**src/rtl/uart_tx_arbiter.sv**
```systemverilog
`default_nettype none
// ============================================================================
// Module      : uart_tx_arbiter
// Description : Round-robin sharing of a single UART transmitter among NumReq
//               byte-stream requesters. The arbiter accepts one byte per grant,
//               latches it, pulses tx_start_o and waits for tx_done_i. It then
//               rotates priority to the requester after the one just served.
// Option      : UART_TX_ARB_LOCK_EN - message lock. While a requester's message
//               is incomplete (its last byte has not been sent), the arbiter
//               serves only that requester.
// Revision    : 1.0 - initial release
// ============================================================================
module uart_tx_arbiter #(
    parameter int NumReq    = 2,
    parameter int DataWidth = 8
) (
    input  logic                          clk_i,
    input  logic                          rst_i,
    input  logic [NumReq-1:0]             req_valid_i,
    input  logic [NumReq*DataWidth-1:0]   req_data_i,
    input  logic [NumReq-1:0]             req_last_i,
    output logic [NumReq-1:0]             req_ready_o,
    output logic                          tx_start_o,
    output logic [DataWidth-1:0]          tx_data_o,
    input  logic                          tx_busy_i,
    input  logic                          tx_done_i,
    output logic [NumReq-1:0]             grant_o,
    output logic                          busy_o
);

    localparam int PTR_W = (NumReq > 1) ? $clog2(NumReq) : 1;

    typedef enum logic [1:0] {
        ST_IDLE  = 2'd0,
        ST_ISSUE = 2'd1,
        ST_WAIT  = 2'd2
    } state_t;

    state_t             state;
    state_t             state_next;
    logic [PTR_W-1:0]   ptr;          // highest-priority requester
    logic [PTR_W-1:0]   owner;        // requester whose byte is in flight
    logic [PTR_W-1:0]   winner;       // combinational pick in Idle
    logic               found;
    logic               accept;
    logic [NumReq-1:0]  eligible;
    logic [DataWidth-1:0] win_data;
    logic [PTR_W-1:0]   ptr_on_done;

    // (base + k) mod NumReq; with a single requester this is always 0.
    function automatic logic [PTR_W-1:0] wrap_add(input logic [PTR_W-1:0] base,
                                                   input int k);
        int sum;
        sum = int'(base) + k;
        return PTR_W'(sum % NumReq);
    endfunction

    function automatic logic [NumReq-1:0] onehot(input logic [PTR_W-1:0] sel);
        logic [NumReq-1:0] oh;
        oh = '0;
        for (int i = 0; i < NumReq; i++) begin
            oh[i] = (sel == PTR_W'(i));
        end
        return oh;
    endfunction

`ifdef UART_TX_ARB_LOCK_EN
    logic lock;       // message in progress: only the owner may be served
    logic last_q;     // last flag of the byte in flight

    // While locked, only the owning requester competes.
    always_comb begin
        eligible = req_valid_i;
        if (lock) begin
            eligible = req_valid_i & onehot(owner);
        end
    end

    // An unfinished message keeps the pointer on its owner.
    always_comb begin
        ptr_on_done = last_q ? wrap_add(owner, 1) : owner;
    end

    // Lock bookkeeping: capture last on accept, update lock on completion.
    always_ff @(posedge clk_i or posedge rst_i) begin
        if (rst_i) begin
            lock   <= 1'b0;
            last_q <= 1'b0;
        end else begin
            if (state == ST_IDLE && accept) begin
                last_q <= |(req_last_i & onehot(winner));
            end
            if (state == ST_WAIT && tx_done_i) begin
                lock <= ~last_q;
            end
        end
    end
`else
    logic unused_last;
    assign unused_last = ^req_last_i;

    // Every requester competes for every byte.
    always_comb begin
        eligible = req_valid_i;
    end

    // After a byte completes, the next requester gets top priority.
    always_comb begin
        ptr_on_done = wrap_add(owner, 1);
    end
`endif

    // Scan ptr, ptr+1, ... (mod NumReq) for the first eligible requester.
    always_comb begin
        found  = 1'b0;
        winner = '0;
        for (int k = 0; k < NumReq; k++) begin
            if (!found && eligible[wrap_add(ptr, k)]) begin
                found  = 1'b1;
                winner = wrap_add(ptr, k);
            end
        end
    end

    // Select the winner's byte with constant slices.
    always_comb begin
        win_data = '0;
        for (int i = 0; i < NumReq; i++) begin
            if (winner == PTR_W'(i)) begin
                win_data = req_data_i[i*DataWidth +: DataWidth];
            end
        end
    end

    assign accept = found && !tx_busy_i;

    // State register.
    always_ff @(posedge clk_i or posedge rst_i) begin
        if (rst_i) begin
            state <= ST_IDLE;
        end else begin
            state <= state_next;
        end
    end

    // Next-state and output decode.
    always_comb begin
        state_next  = state;
        req_ready_o = '0;
        tx_start_o  = 1'b0;
        grant_o     = '0;
        busy_o      = 1'b0;
        case (state)
            ST_IDLE: begin
                if (accept) begin
                    req_ready_o = onehot(winner);
                    state_next  = ST_ISSUE;
                end
            end
            ST_ISSUE: begin
                tx_start_o = 1'b1;
                grant_o    = onehot(owner);
                busy_o     = 1'b1;
                state_next = ST_WAIT;
            end
            ST_WAIT: begin
                grant_o = onehot(owner);
                busy_o  = 1'b1;
                if (tx_done_i) begin
                    state_next = ST_IDLE;
                end
            end
            default: begin
                state_next = ST_IDLE;
            end
        endcase
    end

    // Datapath: latch byte and owner on accept, rotate pointer on completion.
    always_ff @(posedge clk_i or posedge rst_i) begin
        if (rst_i) begin
            ptr       <= '0;
            owner     <= '0;
            tx_data_o <= '0;
        end else begin
            if (state == ST_IDLE && accept) begin
                owner     <= winner;
                tx_data_o <= win_data;
            end
            if (state == ST_WAIT && tx_done_i) begin
                ptr <= ptr_on_done;
            end
        end
    end

endmodule
`default_nettype wire
```
**config.mk**
```make
export PLATFORM = sky130hd
export DESIGN_NAME = uart_tx_arbiter
export DESIGN_NICKNAME = d
export VERILOG_FILES = /design/src/rtl/uart_tx_arbiter.sv
export SDC_FILE = /design/constraint.sdc
export NUM_CORES = 1
export LEC_CHECK = 0
export BUFFER_PORTS_ARGS = -buffer_cell sky130_fd_sc_hd__buf_2
export CAP_MARGIN = 20
export CELL_PAD_IN_SITES_DETAIL_PLACEMENT = 1
export CELL_PAD_IN_SITES_GLOBAL_PLACEMENT = 2
export CORE_ASPECT_RATIO = 1.75
export CORE_MARGIN = 1.5
export CORE_UTILIZATION = 23
export DETAILED_ROUTE_END_ITERATION = 10
export GPL_TIMING_DRIVEN = 0
export PLACE_DENSITY_LB_ADDON = 0.08
export SYNTH_ARGS = -nofsm -noshare
export SYNTH_HDL_FRONTEND = slang
export SYNTH_SLANG_ARGS = --single-unit
```
**constraint.sdc**
```tcl
create_clock -name clk_i -period 1.6 [get_ports clk_i]
set_input_delay 0.16 -clock clk_i [delete_from_list [all_inputs] [get_ports clk_i]]
set_output_delay 0.16 -clock clk_i [all_outputs]
set_load 0.03 [all_outputs]
```
==> results of run 1 <==
[cells in the final DEF, fill, tap and decap left out, drive strengths merged, types with 2 or more instances in the layout]
master	Yosys	layout
a21oi	10	10
ha	3	3
mux2	2	2
nand3	8	8
dfrtp	12	12
o21ai	9	9
clkbuf	1	4
a31oi	9	9
nor2b	3	3
inv	4	4
and2	3	3
buf	4	41
[routing by layer]
layer,global-route usage,routed length [um],vias to the layer above,part of all wire
met4,0.0707,24,0,0.011
met1,0.179,927,361,0.43
met5,0,0,-,0
li1,-,-,347,-
met2,0.250,1140,24,0.52
met3,0.0166,92,2,0.042
[cell type report]
cell class | count | share of cell area
buffer | 4 | 0.0253
clock buffer | 3 | 0.0417
inverter | 4 | 0.0152
multi-input combinational | 53 | 0.360
sequential | 12 | 0.303
tap | 28 | 0.0354
timing repair buffer | 39 | 0.219
[synth_stat cells, drive strengths merged]
library cell	n	area share
dfrtp	12	0.44
a21oi	10	0.073
a31oi	9	0.082
o21ai	9	0.065
nand3	8	0.058
buf	4	0.045
inv	4	0.022
and2	3	0.031
ha	3	0.055
nor2b	3	0.027
mux2	2	0.038
and2b	1	0.011
clkbuf	1	0.0054
nand2b	1	0.0091
nor2	1	0.0054
o21a	1	0.011
o21ba	1	0.015
o21bai	1	0.011
[logic make-up (layout without fill, tap and decap cells)]
family | count (synthesis) | after routing | share of synthesized area
and+or+nand+nor | 17 | 17 | 0.142
AOI/OAI and AO/OA | 31 | 31 | 0.256
buffers and inverters | 9 | 50 | 0.0727
DFF | 12 | 12 | 0.436
muxes | 2 | 2 | 0.0382
adders and majority gates | 3 | 3 | 0.0546
[registers in the layout, indices dropped and copies added, names as in the netlist]
signal / count
tx_data_o: 8
state: 2
owner: 1
ptr: 1
[power groups by stage]
stage,clock (uW),combinational [uW],sequential [uW]
after floorplan,0,571,732
after global placement,0,1050,543
after detailed placement,0,1070,546
after CTS,288,1090,544
after global routing,304,1200,564
final,280,1110,538
[per-stage QoR]
step | setup TNS [ns] | power (uW)
floorplan | 0 | 1300
global placement | -0.0229 | 1590
detailed placement | -0.0235 | 1610
CTS | 0 | 1920
global route | 0 | 2060
finish | 0 | 1920
[final timing paths]
kind	start	endpoint
worst max register to register	state[1]	state[1]
worst max-delay path	ptr	req_ready_o[1]
worst min register to register	state[1]	state[1]
min in group asynchronous	rst_i	owner
max in group asynchronous	rst_i	tx_data_o[2]
worst min-delay path	tx_done_i	ptr
[timing repair]
action | 4_1_cts | 5_1_grt
endpoints found under the setup margin | 3 | 2
endpoints found under the hold margin | 12 | 0
buffers inserted | 0 | 3
resized for setup | 9 | 1
hold buffers | 1 | 0
==> out/results.ini, run 1 <==
[yosys]
yosysSeqAreaShare = 0.436
ys_warn_count = 0
avgSynthCellArea_um2 = 9.30
synth_nets = 101
syn_inst = 74
syn-cell-area_um2 = 688
ys_ff_latch = 12
ys_types = 22

[cells_and_area]
area_growth_pct = 43.8
layout.nets = 144
seqCellArea_um2 = 300
instances_no_fill = 143
nFillCells = 355
multi_input_area_um2 = 357
diodes = 0
post-route-cell-area_um2 = 990
drive_gt1_frac = 0.452
final_util = 0.342

[routing]
drtPass1Iterations = 5
avgRoutedWirePerCell_um = 15.3
antenna_left = 0
vias = 734
drc = 0
drt-total-wl_mm = 2.18
drt-vias-per-instance = 5.13
drt-initial-drc-count = 12

[status]
outcome = finished clean

[placement]
gp_congestion = 0.716
dpl_cell_area_um2 = 898
dp_cells = 137
hpwl_mm = 1.63
dp_slack_ns = -0.0235
port_buffers = 35

[cts]
htree_levels = 1
clk_latency_ns = 0.24
cts_buffers = 3
cts_tree = built
root_buffer = clkbuf_8
clk_pin_slew_ns = 0.05
cts_sinks = 12
cts_buffer_depth = 2

[sta]
fmax_mhz = 649
fin_crit_ns = 1.54
holdWs_ns = 0.139
rsz0062_at_grt = no
finClkSkew_ns = 0.000232
period_share = 0.962
relSlewSlack = 0.662
setup_viol = 0
setup_slack_ns = 0.0600
maxSlewViolCount = 0
tightest_slew_ns = 0.506
hold_viol = 0

[grt]
grt_pass1_vias = 764
antenna_found_initial = 0
grt_max_degree = 13
grt_pass1_wl_mm = 3.56
grt_usage = 0.146
overflow = 0

[power_and_ir_drop]
pwr-share-seq = 0.280
powerDensity_mw_per_mm2 = 1940
switching_share = 0.473
pwr-share-comb = 0.575
power.internal_uw = 1010
clock_power_share = 0.146
ir_worst_vdd_mv = 0.536
p_sw_uw = 910
power.leakage_uw = 0.000479

[critical_path]
worstPathCellList = and2b_2, nor2_4, and2_1, buf_4
critPathTopFamily = simple AND/OR/NAND/NOR gates
path_buf_inv = 1
crit_required_ns = 1.44
path_class = reg2out
crit_fanout = 9
reg2reg_depth = 5
critPathSlowestCell = dfrtp_1
endpoint_kind = output port
regToRegSetupSlack_ns = 0.12
crit_cells = 4
cp_data_arrival_time_ns = 1.38
worstSetupStartpointType = flop
max_stage_delay_ns = 0.39

[hold_path]
holdPathStages = 2
worstHoldPathType = in2reg

[run]
maxCapViolations = 0

[floorplanning]
initial_core_util = 0.238
core_area_mm2 = 0.00290
placementRows = 26
ios = 38
die_h_um = 75.4
die_area_mm2 = 0.00334
die_w_um = 44.4

(Power assumes the default switching activity.)
==> run 2: changes to the inputs <==
- CORE_UTILIZATION: 23 -> 26
- CTS_BUF_LIST: not set -> sky130_fd_sc_hd__clkbuf_8
- clock period: 1.6 -> 1.8 ns (I/O delays scaled with it)
==> out/results.ini, run 2 (synthesis results as in run 1) <==
[cells_and_area]
nFillCells = 329
area_growth_pct = 40.0
top_regs = tx_data_o (8), state (2)
final_cell_mix = buf_2 (35), dfrtp_1 (12), a21oi_1 (10)
instances_no_fill = 140
final_util = 0.387
largest_register = tx_data_o
diodes = 0
largest_reg_flops = 8
drive_gt1_frac = 0.395
final_common_cell = buf_2
layout.nets = 142

[critical_path]
reg2reg_from = state[0]
crit_end = req_ready_o[1]
max_stage_delay_ns = 0.38
worstSetupStartpointType = flop
critPathSlowestCell = dfrtp_1
critPathTopFamily = buffers and inverters
cp_data_arrival_time_ns = 1.52
crit_fanout = 10
reg2reg_depth = 5
worstPathCellList = inv_1, ha_1, and2_4, buf_6, and2_1, buf_2
endpoint_kind = output port
path_class = reg2out
crit_required_ns = 1.62
regToRegSetupSlack_ns = 0.15
timing.rr.end = state[1]
cp-startpoint = state[0]
path_buf_inv = 3
crit_cells = 6

[routing]
drc = 0
met3WireLength_um = 110
drt-vias-per-instance = 4.98
met1_length_um = 827
antenna_left = 0
drt-initial-drc-count = 3
vias = 697
drtPass1Iterations = 4
drt-total-wl_mm = 2.14
avgRoutedWirePerCell_um = 15.3
top_layer = met4
wl_met2_mm = 1.17

[placement]
dp_slack_ns = 0.166
dp_cells = 135
gp_congestion = 0.714
port_buffers = 35
hpwl_mm = 1.60

[cts]
clk_latency_ns = 0.25
htree_levels = 1
clk_pin_slew_ns = 0.06
cts_buffer_depth = 2
root_buffer = clkbuf_8
cts_buffers = 3
cts_sinks = 12
post_cts_buffers = 0
cts_tree = built

[floorplanning]
die_w_um = 41.9
placementRows = 24
die_area_mm2 = 0.00298
ios = 38
core_area_mm2 = 0.00249
initial_core_util = 0.276
die_h_um = 71.1

[grt]
grt_pass1_wl_mm = 3.62
grt_usage = 0.162
grt_max_degree = 13
grt_pass1_vias = 765
overflow = 0
antenna_found_initial = 0

[status]
outcome = finished clean

[hold_path]
worstHoldPathType = in2reg

[power_and_ir_drop]
power.internal_uw = 917
ir_worst_vdd_mv = 0.615
pwr-share-comb = 0.543
powerDensity_mw_per_mm2 = 1790
power.leakage_uw = 0.000472
p_sw_uw = 806
pwr-share-seq = 0.279
switching_share = 0.468
clock_power_share = 0.177

[sta]
fin_crit_ns = 1.70
hold_viol = 0
fmax_mhz = 587
relSlewSlack = 0.660
setup_viol = 0
fin_tns_setup_ns = 0
finClkSkew_ns = 0.00535
rsz0062_at_grt = no
setup_slack_ns = 0.0972
maxSlewViolCount = 0
period_share = 0.946
tightest_slew_ns = 0.510

[run]
maxCapViolations = 0

## run 2: layout make-up
| class | instances | area, um2 | share of cell area |
|---|---|---|---|
| Inverter | 4 | 15.0 | 0.0156 |
| Multi-Input combinational cell | 53 | 338 | 0.351 |
| Sequential cell | 12 | 300 | 0.312 |
| Timing Repair Buffer | 36 | 188 | 0.195 |
| Buffer | 5 | 35.0 | 0.0364 |
| Tap cell | 26 | 32.5 | 0.0338 |
| Clock buffer | 4 | 55.1 | 0.0571 |
## run 2: through the flow
| stage | hold WS, ns | instance area, um2 | power, uW |
|---|---|---|---|
| floorplan | 0.0447 | 688 | 1160 |
| global placement | 0.235 | 896 | 1410 |
| detailed placement | 0.245 | 896 | 1440 |
| CTS | 0.157 | 961 | 1750 |
| global route | 0.175 | 963 | 1860 |
| finish | 0.151 | 963 | 1720 |
## run 2: worst min path at each step
stage | startpoint | to | slack [ns] | depth (start not counted)
after floorplan | rst_i | owner | 0.04 | 1
after global placement | rst_i | owner | 0.23 | 2
after detailed placement | rst_i | owner | 0.24 | 2
after CTS | tx_done_i | ptr | 0.16 | 2
after global routing | tx_done_i | ptr | 0.17 | 2
final | tx_done_i | ptr | 0.15 | 2
## run 2: worst register-to-register path: cells and delay by family (launching register included)
kind | cells | cell delay, ns
buf+inv | 2 | 0.53
flops | 1 | 0.38
compound gates | 1 | 0.15
mux | 1 | 0.29
fa+ha+maj | 1 | 0.19
## run 2: power by group through the flow
stage	Clock [uW]	Sequential, uW	Combinational (uW)
floorplan	0	650	507
global placement	0	483	930
detailed placement	0	488	947
CTS	314	486	950
global route	326	506	1030
finish	305	482	937
## run 2: routing by layer
| metal | track usage | vias up |
|---|---|---|
| met5 | 0 | - |
| met4 | 0.0645 | 0 |
| met3 | 0.0357 | 4 |
| met2 | 0.285 | 27 |
| met1 | 0.185 | 323 |
| li1 | - | 343 |
## run 2: timing repair
action	CTS	global route
gates resized for setup	0	2
hold buffers	1	0
endpoints found under the hold margin	12	0
endpoints found under the setup margin	0	1
==> run 3: changes to the inputs <==
- CORE_ASPECT_RATIO: 1.75 -> not set
==> out/results.ini, run 3 (synthesis results as in run 1) <==
[status]
outcome = finished clean

[grt]
grt_pass1_wl_mm = 3.33
grt_pass1_vias = 666
overflow = 0
antenna_found_initial = 0
grt_usage = 0.161
grt_max_degree = 13

[cells_and_area]
final_cell_mix = buf_2 (35), dfrtp_1 (12), a21oi_1 (10)
nFillCells = 308
top_regs = tx_data_o (8), state (2)
drive_gt1_frac = 0.404
largest_register = tx_data_o
multi_input_area_um2 = 340
diodes = 0
seqCellArea_um2 = 300
largest_reg_flops = 8
area_growth_pct = 41.1
final_common_cell = buf_2
layout.nets = 142
final_util = 0.388

[routing]
antenna_left = 0
drt-initial-drc-count = 11
drt-vias-per-instance = 4.92
vias = 709
drt-total-wl_mm = 2.10
drc = 0
avgRoutedWirePerCell_um = 14.6
drtPass1Iterations = 4

[cts]
cts_tree = built
clk_pin_slew_ns = 0.06
cts_buffer_depth = 2
cts_buffers = 3
clk_latency_ns = 0.24
root_buffer = clkbuf_8
cts_sinks = 12
htree_levels = 1

[critical_path]
worstSetupStartpointType = flop
endpoint_kind = output port
regToRegSetupSlack_ns = 0.15
path_class = reg2out
cp_data_arrival_time_ns = 1.50
reg2reg_from = state[0]
cp-startpoint = state[0]
crit_required_ns = 1.62
crit_fanout = 10

[run]
maxCapViolations = 0

[floorplanning]
die_w_um = 54.4
placementRows = 18
die_area_mm2 = 0.00296
die_h_um = 54.4
initial_core_util = 0.275
core_area_mm2 = 0.00250
ios = 38

[sta]
tightest_slew_ns = 0.527
maxSlewViolCount = 0
period_share = 0.934
relSlewSlack = 0.648
finClkSkew_ns = 0.00264
fin_tns_setup_ns = 0
hold_viol = 0
fin_crit_ns = 1.68
rsz0062_at_grt = no
fmax_mhz = 595
setup_viol = 0

[placement]
port_buffers = 35
hpwl_mm = 1.53
gp_congestion = 0.654

[hold_path]
min_from = tx_done_i
worstHoldPathType = in2reg

[power_and_ir_drop]
power.leakage_uw = 0.000472
powerDensity_mw_per_mm2 = 1770
finalPower_uw = 1720
ir_worst_vdd_mv = 0.991

run 3: cell types whose count changed in the layout (fill, tap and decap cells not counted):
cell / delta
nor2b_2: +1
nor2b_1: -1
run 3: power breakdown:
group          switching [uW]  total [uW]  internal [uW]
Sequential               77.3         478            401
Clock                     109         302            194
Combinational             618         942            324
Total                     804        1720            919
run 3: cell type report:
cell class	count	share of cell area
Inverter	4	0.0155
Clock buffer	4	0.0567
Sequential cell	12	0.309
Buffer	5	0.0361
Timing Repair Buffer	36	0.193
Multi-Input combinational cell	53	0.351
Tap cell	30	0.0387
run 3: worst max-delay path, cell delays in order (launching register included):
cell and delay, ns:
dfrtp_1 0.39, inv_1 0.11, ha_1 0.17, and2_4 0.16, buf_6 0.13, and2_1 0.12
buf_2 0.19
run 3: final timing paths:
check / endpoint / depth (start not counted)
min: ptr / 2
max in group asynchronous: tx_data_o[7] / 3
max reg2reg: state[1] / 5
min in group asynchronous: owner / 3
min reg2reg: ptr / 1
max: req_ready_o[1] / 6
run 3: timing repair:
action | 4_1_cts | 5_1_grt
endpoints found under the hold margin | 12 | 0
setup buffers | 0 | 0
hold buffers | 1 | 0
resized for setup | 0 | 3
setup endpoints to repair | 0 | 1
run 3: metrics by stage:
step,cell area [um2],worst slack [ns],hold slack (ns),instances
after floorplan,688,0.264,0.0447,74
final,971,0.119,0.164,144
after detailed placement,901,0.169,0.236,139
after global routing,971,0.0226,0.174,144
after CTS,966,0.0726,0.166,144
after global placement,901,0.172,0.228,139
run 3: layer usage:
metal	track usage	wire length [um]	vias up
met1	0.207	933	332
met4	0.0250	7	0
met3	0.0492	146	2
met5	0	0	-
li1	-	-	347
met2	0.269	1010	28
